`src/rtl/mem_seq_ctrl.sv`:
```
// -----------------------------------------------------------------------------
// mem_seq_ctrl
// Self-counting sequencer for the two-memory datapath. One run goes through
// IDLE -> LOAD -> PRIME -> PROC -> DONE -> IDLE:
//   LOAD  : DEPTH_A cycles writing memory A (WEA, IncA)
//   PRIME : PIPE_LAT cycles while the first A reads travel down the pipe
//   PROC  : DEPTH_A/RATIO result slots of RATIO cycles each
//           (slot cycle 0 -> WEB, slot cycle 1 -> IncB)
//   DONE  : a single cycle with done=1
// A reads (IncA) start on the first PRIME cycle and continue once per
// unstalled cycle until DEPTH_A words have been read.
//
// Ports
//   clk    in   1      rising-edge clock
//   rst    in   1      asynchronous active-low reset
//   start  in   1      run request, sampled only in IDLE
//   hold   in   1      stall request, honoured in LOAD/PRIME/PROC
//   WEA    out  1      memory-A write enable
//   IncA   out  1      memory-A address increment
//   WEB    out  1      memory-B write enable
//   IncB   out  1      memory-B address increment
//   busy   out  1      high in LOAD/PRIME/PROC
//   done   out  1      one-cycle end-of-run pulse
//   count  out  CNT_W  step counter (0 in IDLE, 1 on first LOAD cycle)
// -----------------------------------------------------------------------------
module mem_seq_ctrl #(
    parameter int DEPTH_A  = 8,
    parameter int RATIO    = 2,
    parameter int PIPE_LAT = 2,
    parameter int CNT_W    = 5
) (
    input  logic             clk,
    input  logic             rst,
    input  logic             start,
    input  logic             hold,
    output logic             WEA,
    output logic             IncA,
    output logic             WEB,
    output logic             IncB,
    output logic             busy,
    output logic             done,
    output logic [CNT_W-1:0] count
);

    localparam int NRES = DEPTH_A / RATIO;
    // Highest count value reached in PROC; DONE shows LAST+1.
    localparam int LAST = DEPTH_A + PIPE_LAT + NRES * RATIO;

    // Elaboration-time parameter sanity checks.
    if (RATIO < 2) begin : g_chk_ratio
        $error("mem_seq_ctrl: RATIO must be >= 2");
    end
    if ((RATIO >= 2) && ((DEPTH_A % RATIO) != 0 || DEPTH_A < RATIO)) begin : g_chk_depth
        $error("mem_seq_ctrl: DEPTH_A must be a non-zero multiple of RATIO");
    end
    if (PIPE_LAT < 1) begin : g_chk_pipe
        $error("mem_seq_ctrl: PIPE_LAT must be >= 1");
    end
    if (LAST + 1 > (2 ** CNT_W) - 1) begin : g_chk_cntw
        $error("mem_seq_ctrl: CNT_W too small for the run length");
    end

    localparam logic [2:0] S_IDLE  = 3'd0;
    localparam logic [2:0] S_LOAD  = 3'd1;
    localparam logic [2:0] S_PRIME = 3'd2;
    localparam logic [2:0] S_PROC  = 3'd3;
    localparam logic [2:0] S_DONE  = 3'd4;

    localparam logic [CNT_W-1:0] ZERO      = '0;
    localparam logic [CNT_W-1:0] ONE       = CNT_W'(1);
    localparam logic [CNT_W-1:0] LOAD_END  = CNT_W'(DEPTH_A - 1);
    localparam logic [CNT_W-1:0] PRIME_END = CNT_W'(PIPE_LAT - 1);
    localparam logic [CNT_W-1:0] SLOT_END  = CNT_W'(RATIO - 1);
    localparam logic [CNT_W-1:0] RES_END   = CNT_W'(NRES - 1);
    localparam logic [CNT_W-1:0] RD_MAX    = CNT_W'(DEPTH_A);

    logic [2:0]       state_q, state_d;
    logic [CNT_W-1:0] count_q, count_d;
    logic [CNT_W-1:0] step_q,  step_d;   // cycle index inside LOAD / PRIME
    logic [CNT_W-1:0] slot_q,  slot_d;   // cycle index inside a PROC slot
    logic [CNT_W-1:0] res_q,   res_d;    // result slot index inside PROC
    logic [CNT_W-1:0] rd_q,    rd_d;     // A reads issued so far, current cycle included
    logic             wea_q,  wea_d;
    logic             inca_q, inca_d;
    logic             web_q,  web_d;
    logic             incb_q, incb_d;
    logic             busy_q, busy_d;
    logic             done_q, done_d;
    logic             frozen;

    // Position update. hold is sampled at the clock edge: the cycle after an
    // edge with hold=1 repeats the current position with all strobes low, so
    // the remaining schedule is simply shifted by the stall length.
    always_comb begin
        state_d = state_q;
        count_d = count_q;
        step_d  = step_q;
        slot_d  = slot_q;
        res_d   = res_q;
        rd_d    = rd_q;
        frozen  = 1'b0;

        case (state_q)
            S_IDLE: begin
                count_d = ZERO;
                if (start) begin
                    state_d = S_LOAD;
                    count_d = ONE;
                    step_d  = ZERO;
                    slot_d  = ZERO;
                    res_d   = ZERO;
                    rd_d    = ZERO;
                end
            end
            S_LOAD, S_PRIME, S_PROC: begin
                if (hold) begin
                    frozen = 1'b1;
                end else begin
                    count_d = count_q + ONE;
                    if (state_q == S_LOAD) begin
                        if (step_q == LOAD_END) begin
                            state_d = S_PRIME;
                            step_d  = ZERO;
                        end else begin
                            step_d = step_q + ONE;
                        end
                    end else if (state_q == S_PRIME) begin
                        if (step_q == PRIME_END) begin
                            state_d = S_PROC;
                            slot_d  = ZERO;
                            res_d   = ZERO;
                        end else begin
                            step_d = step_q + ONE;
                        end
                    end else begin
                        if (slot_q == SLOT_END) begin
                            slot_d = ZERO;
                            if (res_q == RES_END) begin
                                state_d = S_DONE;
                            end else begin
                                res_d = res_q + ONE;
                            end
                        end else begin
                            slot_d = slot_q + ONE;
                        end
                    end
                end
            end
            S_DONE: begin
                state_d = S_IDLE;
                count_d = ZERO;
            end
            default: begin
                state_d = S_IDLE;
                count_d = ZERO;
            end
        endcase
    end

    // Output decode of the next position, registered below.
    always_comb begin
        wea_d  = 1'b0;
        inca_d = 1'b0;
        web_d  = 1'b0;
        incb_d = 1'b0;
        busy_d = (state_d == S_LOAD) || (state_d == S_PRIME) || (state_d == S_PROC);
        done_d = (state_d == S_DONE);
        if (!frozen) begin
            if (state_d == S_LOAD) begin
                wea_d  = 1'b1;
                inca_d = 1'b1;
            end
            if ((state_d == S_PRIME) || (state_d == S_PROC)) begin
                inca_d = (rd_q < RD_MAX);
            end
            if (state_d == S_PROC) begin
                web_d  = (slot_d == ZERO);
                incb_d = (slot_d == ONE);
            end
        end
    end

    // Read counter follows the IncA decision for the coming cycle.
    logic [CNT_W-1:0] rd_next;
    always_comb begin
        rd_next = rd_d;
        if (inca_d && ((state_d == S_PRIME) || (state_d == S_PROC))) begin
            rd_next = rd_q + ONE;
        end
    end

    always_ff @(posedge clk or negedge rst) begin
        if (!rst) begin
            state_q <= S_IDLE;
            count_q <= ZERO;
            step_q  <= ZERO;
            slot_q  <= ZERO;
            res_q   <= ZERO;
            rd_q    <= ZERO;
            wea_q   <= 1'b0;
            inca_q  <= 1'b0;
            web_q   <= 1'b0;
            incb_q  <= 1'b0;
            busy_q  <= 1'b0;
            done_q  <= 1'b0;
        end else begin
            state_q <= state_d;
            count_q <= count_d;
            step_q  <= step_d;
            slot_q  <= slot_d;
            res_q   <= res_d;
            rd_q    <= rd_next;
            wea_q   <= wea_d;
            inca_q  <= inca_d;
            web_q   <= web_d;
            incb_q  <= incb_d;
            busy_q  <= busy_d;
            done_q  <= done_d;
        end
    end

    assign WEA   = wea_q;
    assign IncA  = inca_q;
    assign WEB   = web_q;
    assign IncB  = incb_q;
    assign busy  = busy_q;
    assign done  = done_q;
    assign count = count_q;

endmodule
```
`config.mk`:
```
export PLATFORM = sky130hd
export DESIGN_NAME = mem_seq_ctrl
export DESIGN_NICKNAME = d
export VERILOG_FILES = /design/src/rtl/mem_seq_ctrl.sv
export SDC_FILE = /design/constraint.sdc
export NUM_CORES = 1
export LEC_CHECK = 0
export BUFFER_PORTS_ARGS = -buffer_cell sky130_fd_sc_hd__buf_2
export CAP_MARGIN = 20
export CORE_UTILIZATION = 53
export DETAILED_ROUTE_END_ITERATION = 12
export MAX_ROUTING_LAYER = met4
export PLACE_DENSITY_LB_ADDON = 0.3
export SLEW_MARGIN = 20
export SYNTH_ARGS = -nofsm -noshare
export SYNTH_HDL_FRONTEND = slang
export SYNTH_SLANG_ARGS = --single-unit
```
`constraint.sdc`:
```
create_clock -name clk -period 2.3 [get_ports clk]
set_clock_uncertainty 0.1 [all_clocks]
set_input_delay 0.69 -clock clk [delete_from_list [all_inputs] [get_ports clk]]
set_output_delay 0.69 -clock clk [all_outputs]
set_load 0.05 [all_outputs]
```
* After elaboration in Yosys (flattened, before gate mapping)
Index checks and enable logic that the tools add are counted.
** Word-level totals
- Flip-flop bits (word level) :: 34
- Input bits :: 4
- Output and inout port bits :: 11
** Operators by class
- Reduce and logical (&&, ||, !) cells :: 13
- Add/subtract/negate cells :: 5
- Order comparisons :: 1
- Equal/unequal tests :: 20
- Muxes and demuxes :: 45
** Operators by type and width (count)
- 5-bit two-way mux :: 21
- 5-bit one-hot mux with 2 select lines :: 4
- 5-bit by 1-bit adder with 5-bit output, second input constant :: 5
- 3-bit two-way mux :: 8
- 5-bit by 1-bit == test with 1-bit output, second input constant :: 3
- 3-bit inequality test, second input constant :: 5
- 3-bit by 2-bit == test with 1-bit output, second input constant :: 4
- 1-bit two-way mux :: 11
- 7-bit AND reduction :: 1
- 3-bit by 1-bit == test with 1-bit output, second input constant :: 2
- 2-bit inequality test, second input constant :: 3
- 3-bit one-hot mux with 2 select lines :: 1
- 2-bit nonzero test :: 3
- 5-bit by 2-bit == test with 1-bit output, second input constant :: 1
- 5-bit by 3-bit == test with 1-bit output, second input constant :: 1
- 5-bit logical NOT :: 1
- 5-bit by 4-bit less-than comparator with 1-bit output, second input constant :: 1
- 5-bit AND reduction :: 1
- 3-bit == test, second input constant :: 1
- 3-bit logical NOT :: 1
- 1-bit logical OR :: 3
- 3-bit OR reduction :: 1
- 2-bit AND reduction :: 1
- 1-bit logical AND :: 1

* Depth between registers and ports, before layout
Gate-level depths: netlist of run 1.
- Depth in word-level cells :: 14
- Mapped depth :: 7
- Gate-level depth less buffers :: 7

* Least setup slack after synthesis of run 1
OpenSTA, ideal clock, no wires.
- Kind :: register to register
- From :: reg slot_q[1]
- To :: reg rd_q[2]
- Arrival :: 2117 ps
- Setup slack :: -41 ps
- Setup time :: 124 ps
- Cell stages (with the launch flop) :: 8
- Required time :: 2076 ps
- Cells stage by stage :: dfrtp_1 > inv_1 > ha_1 > or4b_4 > or2_4 > a211oi_4 > nor3_2 > a211o_1
** Between the ends
- Word-level cells in the longest chain between the ends :: 13
- Elaborated cells on any way between the ends :: 18
- Classes of those cells :: eq/ne (4); mux (9); reduce/logical (5)
** Ends and longest elaborated chain
- start, declared :: line 80 : logic [CNT_W-1:0] slot_q, slot_d;
- start signal, assigned :: line 210 : slot_q <= slot_d;
- 5-bit by 1-bit == test with 1-bit output * :: line 136 : if (slot_q == SLOT_END) begin
- 3-bit two-way mux * :: line 136
- 3-bit two-way mux * :: line 127 : end else if (state_q == S_PRIME) begin
- 3-bit two-way mux * :: line 120 : if (state_q == S_LOAD) begin
- 3-bit two-way mux * :: line 116 : if (hold) begin
- 3-bit one-hot mux with 2 select lines * :: line 103 : case (state_q)
- 3-bit by 1-bit == test with 1-bit output or 3-bit by 2-bit == test with 1-bit output (tied branches) :: line 169, 173, 187
- 1-bit two-way mux or 1-bit logical OR (tied branches) :: line 169, 173, 187
- 1-bit two-way mux :: line 173 : if ((state_d == S_PRIME) || (state_d == S_PROC)) begin
- 1-bit two-way mux :: line 168 : if (!frozen) begin
- 1-bit logical AND * :: line 187 : if (inca_d && ((state_d == S_PRIME) || (state_d == S_PROC))) begin
- 2-bit nonzero test (no source line)
- 2-bit AND reduction (no source line)
- end signal, assigned :: line 212 : rd_q <= rd_next;
- end, declared :: line 82 : logic [CNT_W-1:0] rd_q, rd_d;
Mark *: on every way between the ends. The rest lies on a longest branch, timed or not.
A chain may end at the register's enable or synchronous reset.

* Worst setup path after layout of run 1
- From :: reg step_q[1]
- To :: reg web_q, in the netlist WEB
** Between the ends
- Word-level cells in the longest chain between the ends :: 9
- Elaborated cells on any way between the ends :: 17
- Classes of those cells :: eq/ne (3); mux (13); reduce/logical (1)
** Ends and longest elaborated chain
- start, declared :: line 79 : logic [CNT_W-1:0] step_q, step_d;
- start signal, assigned :: line 209 : step_q <= step_d;
- 5-bit by 1-bit == test with 1-bit output :: line 128 : if (step_q == PRIME_END) begin
- 5-bit two-way mux :: line 128
- 5-bit two-way mux :: line 127
- 5-bit two-way mux :: line 120
- 5-bit two-way mux :: line 116
- 5-bit one-hot mux with 2 select lines :: line 103
- via slot_d[4] :: line 80
- 5-bit logical NOT :: line 177 : web_d = (slot_d == ZERO);
- 1-bit two-way mux :: line 176 : if (state_d == S_PROC) begin
- 1-bit two-way mux :: line 168
- via web_d :: line 85 : logic web_q, web_d;
- end signal, assigned :: line 215 : web_q <= web_d;
- end, declared :: line 85
The timed path passes the listed nets, and every way through them passes these cells.

==> results.json, run 1 <==
{
  "synthToLayoutAreaGrowth_pct": 25.0,
  "nNetsFinal": 242,
  "port_buffers": 14,
  "syn-num-nets": 198,
  "final_common_cell": "dfrtp_1",
  "rsz0062_at_grt": "true",
  "vdd_drop_max_mv": 0.580,
  "grt_pass1_wl_um": 6490,
  "tightestPinTransition_ns": 0.745,
  "cts_root_buf": "clkbuf_4",
  "pwr-share-comb": 0.521,
  "rows": 21,
  "p_int_w": 0.00158,
  "synth_ff_type": "dfrtp_1",
  "timing.hold.ws_ns": 0.303,
  "cts.sinks": 34,
  "drc": 0,
  "relSlewSlack": 0.504,
  "routedWlPerCell_um": 15.1,
  "critical_path.startpoint_type": "register",
  "r2r_cells": 7,
  "pin_count": 15,
  "cp.arrival_ns": 2.49,
  "yosysWarnings": 0,
  "final_cells": 278,
  "cts_buffers": 5,
  "r2r-start": "step_q[1]",
  "htreeDepth": 2,
  "cp_cell_sequence": "inv_1, ha_1, or4b_4, o311a_4, o31a_1, nand4bb_4, nor4_2",
  "critPathKind": "reg -> reg",
  "drtPass1Iterations": 4,
  "pwr-share-clk": 0.125,
  "antenna_cells": 0,
  "clock_latency_ns": 0.33,
  "via_count": 1629,
  "cap_violations": 0,
  "die_h_um": 61.6,
  "p_seq_frac": 0.354,
  "ys_seq_area_frac": 0.451,
  "synthDistinctLibCells": 50,
  "finalPower_w": 0.00277,
  "dieArea_sq_um": 3800,
  "drtAntennaViolNets": 0,
  "clk_path_buf_depth": 2,
  "cpMaxStageDelayCell": "or4b_4",
  "path_max_fanout": 6,
  "fin_crit_sh": 1.02,
  "synthArstFlopShare": 1.00,
  "path_delay_family": "simple AND/OR/NAND/NOR gates",
  "ys_ff_latch": 34,
  "drt-initial-drc-count": 83,
  "status": "finished, violations left",
  "tritoncts": "yes",
  "regToRegSetupSlack_ns": -0.04,
  "antenna_found_initial": 0,
  "synth_edf_count": 0,
  "placeableCoreArea_sq_um": 3360,
  "hp-class": "in -> async",
  "place_hpwl_um": 2970,
  "gr-total-overflow": 0,
  "final_core_util": 0.701,
  "via_per_inst": 5.86,
  "end_kind": "register",
  "finalMaxSlewViolations": 0,
  "setup_viol": 4,
  "switching_share": 0.430,
  "final_layout_size_suffix_gt1_frac": 0.306,
  "initial_utilization": 0.561,
  "gp_congestion": 0.858,
  "dp.cells": 266,
  "cts.reportedPaths.clkPinSlew_ns": 0.11,
  "power_density_nw_per_um2": 1170,
  "finalCriticalPeriod_ns": 2.34,
  "worstSetupEndpoint": "WEB",
  "violations": "negative setup slack",
  "clock.fmax_ghz": 0.427,
  "syn_inst": 187,
  "crit_buf_inv": 1,
  "grt_pass1_vias": 1530,
  "synth_area_per_cell_sq_um": 10.1,
  "wl_um": 4200,
  "r2r-end": "WEB",
  "crit_required_ns": 2.45,
  "fp.dieW_um": 61.6,
  "fin_ws_ns": -0.0413,
  "critPathLaunch": "step_q[1]",
  "grt_start_max_net_pins": 35,
  "hold_viol": 0,
  "track_usage": 0.243,
  "switchingPower_w": 0.00119,
  "critPathMaxStageDelay_ns": 0.49,
  "syn-cell-area_sq_um": 1890,
  "final_cell_mix": "34 x dfrtp_1, 28 x buf_4, 14 x nor2_1, 14 x buf_2",
  "p_leak_nw": 1.07,
  "path_depth": 7
}
## worst min path at each step
| stage | start | to | slack [ns] |
|---|---|---|---|
| 6_report | rst | res_q[3] | 0.30 |
| 5_1_grt | rst | res_q[3] | 0.37 |
| 4_1_cts | rst | res_q[3] | 0.34 |
| 3_5_place_dp | rd_q[4] | rd_q[4] | 0.37 |
| 3_3_place_gp | res_q[4] | res_q[4] | 0.36 |
| 2_1_floorplan | rst | IncA | 0.29 |
## logic make-up after synthesis
logic type                 synth area share
DFF                                   0.451
AOI/OAI and AO/OA                     0.158
adders and majority gates            0.0464
buffers and inverters                0.0285
muxes                                0.0325
and+or+nand+nor                       0.260
xor gates and xnor gates             0.0232
## synth_stat cells, types with 5 or more instances
| master | n | area share |
|---|---|---|
| nor3_1 | 7 | 0.019 |
| mux2i_1 | 5 | 0.027 |
| nor2_1 | 15 | 0.030 |
| ha_1 | 7 | 0.046 |
| nand3_1 | 8 | 0.021 |
| nand2_1 | 11 | 0.022 |
| clkbuf_1 | 5 | 0.010 |
| o21ai_1 | 10 | 0.027 |
| dfrtp_1 | 34 | 0.45 |
| nor2b_1 | 7 | 0.023 |
| inv_1 | 6 | 0.012 |
| nand2b_1 | 7 | 0.023 |
## power groups by stage
stage / Combinational, W / Clock (W) / Sequential (W)
floorplan: 0.000712 / 0 / 0.00119
global placement: 0.00130 / 0 / 0.000968
detailed placement: 0.00136 / 0 / 0.000987
CTS: 0.00136 / 0.000351 / 0.000975
global route: 0.00158 / 0.000376 / 0.00101
finish: 0.00144 / 0.000345 / 0.000980
## through the flow
stage	cell area, sq um	TNS (ns)	setup slack [ns]
after CTS	2260	-0.0292	-0.0292
after global routing	2360	-0.484	-0.134
after floorplan	1900	0	0.0186
after global placement	2200	0	0.0126
final	2360	-0.0765	-0.0413
after detailed placement	2200	-0.0824	-0.0430
## state kept, by name, indices dropped and copies added, names as in the netlist
signal / count
res_q: 5
busy: 1
state_q: 3
WEB: 1
slot_q: 5
WEA: 1
count: 5
IncA: 1
rd_q: 5
step_q: 5
IncB: 1
done: 1
## worst register-to-register path, stage by stage, from the launching register on
cell	delay, ns
dfrtp_1	0.39
inv_1	0.07
ha_1	0.15
or4b_4	0.49
o311a_4	0.36
o31a_1	0.31
nand4bb_4	0.24
nor4_2	0.14
## routing by layer
metal / track usage / vias to the layer above / wire length, um
met5: - / - / 0
met4: 0.0921 / 0 / 44
met3: 0.0483 / 9 / 169
li1: - / 766 / -
met2: 0.401 / 43 / 2070
met1: 0.293 / 811 / 1920
## area by class of cell
class,count,area [sq um]
clock inverters,1,5.00
flip-flops and latches,34,851
repair buffers,44,303
inverters,7,26.3
fillers,274,1010
multi-input cells,139,1060
well taps,46,57.6
clock buffers,7,55.1
## what timing repair did
action / 4_1_cts / 5_1_grt
gates cloned: 0 / 0
pin swaps: 2 / 3
setup buffers: 0 / 4
hold endpoints to repair: 0 / 0
hold buffers: 0 / 0
endpoints found under the setup margin: 3 / 10
resized for setup: 0 / 13
(Power assumes the default switching activity.)
==> inputs of run 2 (changes only) <==
--- a/config.mk
+++ b/config.mk
@@ -15,3 +15,4 @@
 export SYNTH_ARGS = -nofsm -noshare
 export SYNTH_HDL_FRONTEND = slang
 export SYNTH_SLANG_ARGS = --single-unit
+export TNS_END_PERCENT = 30
==> run 2 against run 1 <==
  * The run still ends with negative setup slack left
  * Clock power barely moved
  * Sequential cell count did not move
  * Maximum frequency fell by 0.91%
  * Non-clock buffer count fell by 2
  * Global-route usage rose by 1.2 points
  * Critical endpoint unchanged
==> results.json, run 2 (synthesis results as in run 1) <==
{
  "drtPass1Iterations": 4,
  "rsz0062_at_grt": "true",
  "r2r-end": "WEB",
  "end_kind": "register",
  "finalSetupTns_ns": -0.138,
  "path_max_fanout": 6,
  "r2r_cells": 7,
  "clock_latency_ns": 0.34,
  "power_density_nw_per_um2": 1210,
  "wl_um": 4240,
  "cts_buffers": 5,
  "switching_share": 0.433,
  "routedWlPerCell_um": 15.4,
  "antenna_found_initial": 0,
  "gp_congestion": 0.889,
  "critPathKind": "reg -> reg",
  "pwr-share-clk": 0.122,
  "final_cell_mix": "34 x dfrtp_1, 27 x buf_4, 15 x nor2_1, 14 x buf_2, 11 x nand2_1",
  "cp.arrival_ns": 2.50,
  "regToRegSetupSlack_ns": -0.06,
  "place_hpwl_um": 3000,
  "fp.dieW_um": 61.6,
  "grt_busiest_layer": "met2",
  "switchingPower_w": 0.00123,
  "finalCriticalPeriod_ns": 2.36,
  "pin_count": 15,
  "cap_violations": 0,
  "placed_area_sq_um": 2200,
  "tightestPinTransition_ns": 0.740,
  "hold_viol": 0,
  "cts.reportedPaths.clkPinSlew_ns": 0.11,
  "finalMaxSlewViolations": 0,
  "synthToLayoutAreaGrowth_pct": 25.0,
  "clock.fmax_ghz": 0.423,
  "final_cell_area_sq_um": 2360,
  "vdd_drop_max_mv": 0.718,
  "track_usage": 0.255,
  "r2r-start": "step_q[1]",
  "via_count": 1571,
  "p_leak_nw": 1.05,
  "clk_path_buf_depth": 2,
  "die_h_um": 61.6,
  "relSlewSlack": 0.507,
  "fin_crit_sh": 1.03,
  "rows": 21,
  "drc": 0,
  "grt.met1_usage": 0.298,
  "multi_input_area_sq_um": 1070,
  "p_int_w": 0.00161,
  "dieArea_sq_um": 3800,
  "placeableCoreArea_sq_um": 3360,
  "fin_ws_ns": -0.0627,
  "crit_required_ns": 2.44,
  "initial_utilization": 0.561,
  "tritoncts": "yes",
  "holdBufCountCts": 0,
  "grt_start_max_net_pins": 35,
  "setup_viol": 4,
  "violations": "negative setup slack",
  "cts.sinks": 34,
  "seqCellArea_sq_um": 851,
  "gr-total-overflow": 0,
  "hp-class": "in -> async",
  "cts_root_buf": "clkbuf_4",
  "antenna_cells": 0,
  "port_buffers": 14,
  "p_seq_frac": 0.347,
  "grt_pass1_vias": 1556,
  "critical_path.startpoint_type": "register",
  "grt_pass1_wl_um": 6790,
  "final_layout_size_suffix_gt1_frac": 0.309,
  "drtAntennaViolNets": 0,
  "nNetsFinal": 240,
  "fillers": 283,
  "final_common_cell": "dfrtp_1",
  "drt-initial-drc-count": 46,
  "finalPower_w": 0.00284,
  "htreeDepth": 2,
  "pwr-share-comb": 0.531,
  "via_per_inst": 5.69,
  "status": "finished, violations left",
  "met3_usage": 0.0651,
  "met2_usage": 0.410
}
## run 2: cell types whose count changed in the layout (fill, tap and decap cells not counted), sizes merged
cell | previous run | this run
clkbuf | 7 | 6
buf | 44 | 42
clkinvlp | 0 | 1
## run 2: worst max-delay path by stage
stage,startpoint,to,slack (ns),depth (start not counted)
2_1_floorplan,start,WEB,-0.00007,6
3_3_place_gp,start,IncB,0.01,6
3_5_place_dp,start,WEB,-0.07,6
4_1_cts,step_q[1],WEB,-0.1,7
5_1_grt,step_q[1],WEB,-0.13,7
6_report,step_q[1],WEB,-0.06,7
## run 2: timing repair
item,4_1_cts,5_1_grt
pin swaps,2,3
gates cloned,0,0
setup endpoints to repair,4,9
gates resized for setup,1,13
buffers inserted,0,2
## run 2: final cells by class
cell class,instances,share of cell area
inverters,7,0.0111
clock inverters,2,0.00531
flip-flops and latches,34,0.361
repair buffers,42,0.120
multi-input cells,139,0.456
clock buffers,6,0.0218
well taps,46,0.0244
## run 2: metal layers
layer / up-vias / share of wire
li1: 763 / -
met1: 765 / 0.43
met2: 36 / 0.52
met3: 7 / 0.035
met4: 0 / 0.012
met5: - / 0
## run 2: per-stage QoR
stage	setup slack, ns	cells	hold WS [ns]	utilization
floorplan	-0.0000675	187	0.294	-
global placement	0.0142	266	0.362	0.654
detailed placement	-0.0702	266	0.363	0.654
CTS	-0.0985	274	0.318	0.674
global route	-0.134	276	0.353	0.701
finish	-0.0627	276	0.302	0.701
## run 2: critical path: stages (launching register included)
cell	delay (ns)
dfrtp_1	0.40
inv_2	0.08
ha_4	0.12
or4b_4	0.49
o311a_4	0.37
o31a_1	0.31
nand4bb_4	0.24
nor4_2	0.17
## run 2: power groups by stage
stage / logic, W / clock network (W) / registers [W]
2_1_floorplan: 0.000712 / 0 / 0.00119
3_3_place_gp: 0.00130 / 0 / 0.000968
3_5_place_dp: 0.00136 / 0 / 0.000991
4_1_cts: 0.00137 / 0.000359 / 0.000980
5_1_grt: 0.00166 / 0.000387 / 0.00101
6_report: 0.00151 / 0.000348 / 0.000987
==> inputs of run 3 (changes only) <==
--- a/config.mk
+++ b/config.mk
@@ -7,7 +7,9 @@
 export LEC_CHECK = 0
 export BUFFER_PORTS_ARGS = -buffer_cell sky130_fd_sc_hd__buf_2
 export CAP_MARGIN = 20
-export CORE_UTILIZATION = 53
+export CELL_PAD_IN_SITES_DETAIL_PLACEMENT = 2
+export CELL_PAD_IN_SITES_GLOBAL_PLACEMENT = 2
+export CORE_UTILIZATION = 34
 export DETAILED_ROUTE_END_ITERATION = 12
 export MAX_ROUTING_LAYER = met4
 export PLACE_DENSITY_LB_ADDON = 0.3
==> run 3 against run 2 <==
  * Wire length is 45% higher
  * Largest cell class unchanged
  * Hold slack better by 0.075 ns
  * The flow still finishes with violations (negative setup slack)
  * Critical path depth is 1 lower
  * Sequential power hardly changed
  * Critical path type unchanged
==> results.json, run 3 (synthesis results as in run 1) <==
{
  "status": "finished, violations left",
  "violations": "negative setup slack",
  "switching_share": 0.433,
  "relSlewSlack": 0.478,
  "setup_viol": 7,
  "via_count": 1694,
  "crit_required_ns": 2.39,
  "path_depth": 6,
  "gr-total-overflow": 0,
  "drtPass1Iterations": 4,
  "path_max_fanout": 5,
  "finalSetupTns_ns": -0.417,
  "p_seq_frac": 0.310,
  "grt_pass1_wl_um": 10400,
  "grt_pass1_vias": 1993,
  "critical_path.startpoint_type": "register",
  "cts.sinks": 34,
  "rsz0062_at_grt": "true",
  "p_leak_nw": 1.14,
  "final_cell_mix": "36 x buf_4, 33 x dfrtp_1, 15 x nor2_1, 14 x buf_2, 11 x nand2_1",
  "critPathMaxStageDelay_ns": 0.50,
  "placeableCoreArea_sq_um": 5240,
  "clk_path_buf_depth": 2,
  "routedWlPerCell_um": 19.8,
  "vdd_drop_max_mv": 0.526,
  "pre_cts_ws_ns": -0.136,
  "cts_root_buf": "clkbuf_8",
  "final_common_cell": "buf_4",
  "p_int_w": 0.00184,
  "multi_input_area_sq_um": 1140,
  "initial_utilization": 0.360,
  "final_cells": 312,
  "dp.cells": 298,
  "crit_buf_inv": 1,
  "cts.reportedPaths.clkPinSlew_ns": 0.07,
  "drc": 0,
  "track_usage": 0.240,
  "seqCellArea_sq_um": 852,
  "pwr-share-clk": 0.143,
  "hp-class": "in -> async",
  "port_buffers": 14,
  "switchingPower_w": 0.00141,
  "htreeDepth": 2,
  "tightestPinTransition_ns": 0.783,
  "die_h_um": 76.5,
  "rows": 26,
  "grt_start_max_net_pins": 35,
  "nNetsFinal": 252,
  "synthToLayoutAreaGrowth_pct": 37.2,
  "end_kind": "register",
  "critPathKind": "reg -> reg",
  "gp_congestion": 0.865,
  "dieArea_sq_um": 5850,
  "fin_crit_sh": 1.05,
  "cpMaxStageDelayCell": "or4b_4",
  "final_layout_size_suffix_gt1_frac": 0.380,
  "via_per_inst": 5.43,
  "final_core_util": 0.494,
  "fp.dieW_um": 76.5,
  "r2r_cells": 6,
  "antenna_found_initial": 0,
  "cap_violations": 0,
  "tritoncts": "yes",
  "antenna_cells": 0,
  "path_delay_family": "simple AND/OR/NAND/NOR gates",
  "cts_buffers": 5,
  "fillers": 545,
  "wl_um": 6170,
  "fin_ws_ns": -0.114,
  "hold_viol": 0,
  "clock.fmax_ghz": 0.414,
  "drt-initial-drc-count": 68,
  "place_hpwl_um": 3980,
  "holdBufCountCts": 0,
  "finalCriticalPeriod_ns": 2.41,
  "timing.hold.ws_ns": 0.377,
  "clock_latency_ns": 0.29,
  "finalMaxSlewViolations": 0,
  "pwr-share-comb": 0.548,
  "pin_count": 15,
  "drtAntennaViolNets": 0,
  "power_density_nw_per_um2": 1260,
  "cp.arrival_ns": 2.50,
  "cp_cell_sequence": "inv_2, ha_4, or4b_4, o311a_4, or3_1, o31ai_1"
}
## run 3: cell types whose count changed in the layout (fill, tap and decap cells not counted), moves of 2 or more
cell | before | now
buf_4 | 27 | 36
o21ai_1 | 9 | 6
clkbuf_4 | 5 | 0
buf_6 | 1 | 4
o21ai_2 | 1 | 3
clkbuf_8 | 1 | 6
## run 3: final cells by class
cell class / count / area share
tap: 70 / 0.0339
multi-input combinational: 139 / 0.442
sequential: 34 / 0.329
clock buffer: 7 / 0.0334
timing repair buffer: 54 / 0.149
inverter: 7 / 0.0102
clock inverter: 1 / 0.00194
## run 3: per-stage QoR
| step | total power, W | cell area (sq um) |
|---|---|---|
| after floorplan | 0.00190 | 1900 |
| after global placement | 0.00236 | 2290 |
| after detailed placement | 0.00250 | 2290 |
| after CTS | 0.00313 | 2480 |
| after global routing | 0.00348 | 2590 |
| final | 0.00325 | 2590 |
## run 3: worst paths after layout
check	start	end	slack (ns)
worst max-delay path	step_q[1]	res_q[3]	-0.11
worst min-delay path	rst	res_q[2]	0.38
worst max register to register	step_q[1]	res_q[3]	-0.11
worst min register to register	rd_q[4]	rd_q[4]	0.41
max in group asynchronous	rst	step_q[0]	1.18
min in group clk	rd_q[4]	rd_q[4]	0.41
## run 3: routing by layer
metal / up-vias / track usage / part of all wire / wire length, um
met1: 857 / 0.263 / 0.42 / 2600
met5: - / - / 0 / 0
li1: 785 / - / - / -
met2: 35 / 0.414 / 0.51 / 3150
met4: 0 / 0.112 / 0.038 / 234
met3: 17 / 0.0527 / 0.030 / 188
## run 3: timing repair
item,in CTS,in global routing
setup endpoints to repair,8,13
pin swaps,9,5
buffers inserted,4,2
resized for setup,14,16
## run 3: power groups by stage
stage	combinational (W)	clock (W)	sequential [W]
5_1_grt	0.00195	0.000494	0.00104
3_5_place_dp	0.00150	0	0.000991
6_report	0.00178	0.000463	0.00101
2_1_floorplan	0.000712	0	0.00119
3_3_place_gp	0.00140	0	0.000959
4_1_cts	0.00166	0.000481	0.000996
## run 3: worst register-to-register path, delay by kind of cell (launching register included)
kind | cells | cell delay, ns
flops | 1 | 0.42
buf+inv | 1 | 0.09
compound gates | 2 | 0.63
simple gates | 2 | 0.95
fa+ha+maj | 1 | 0.13
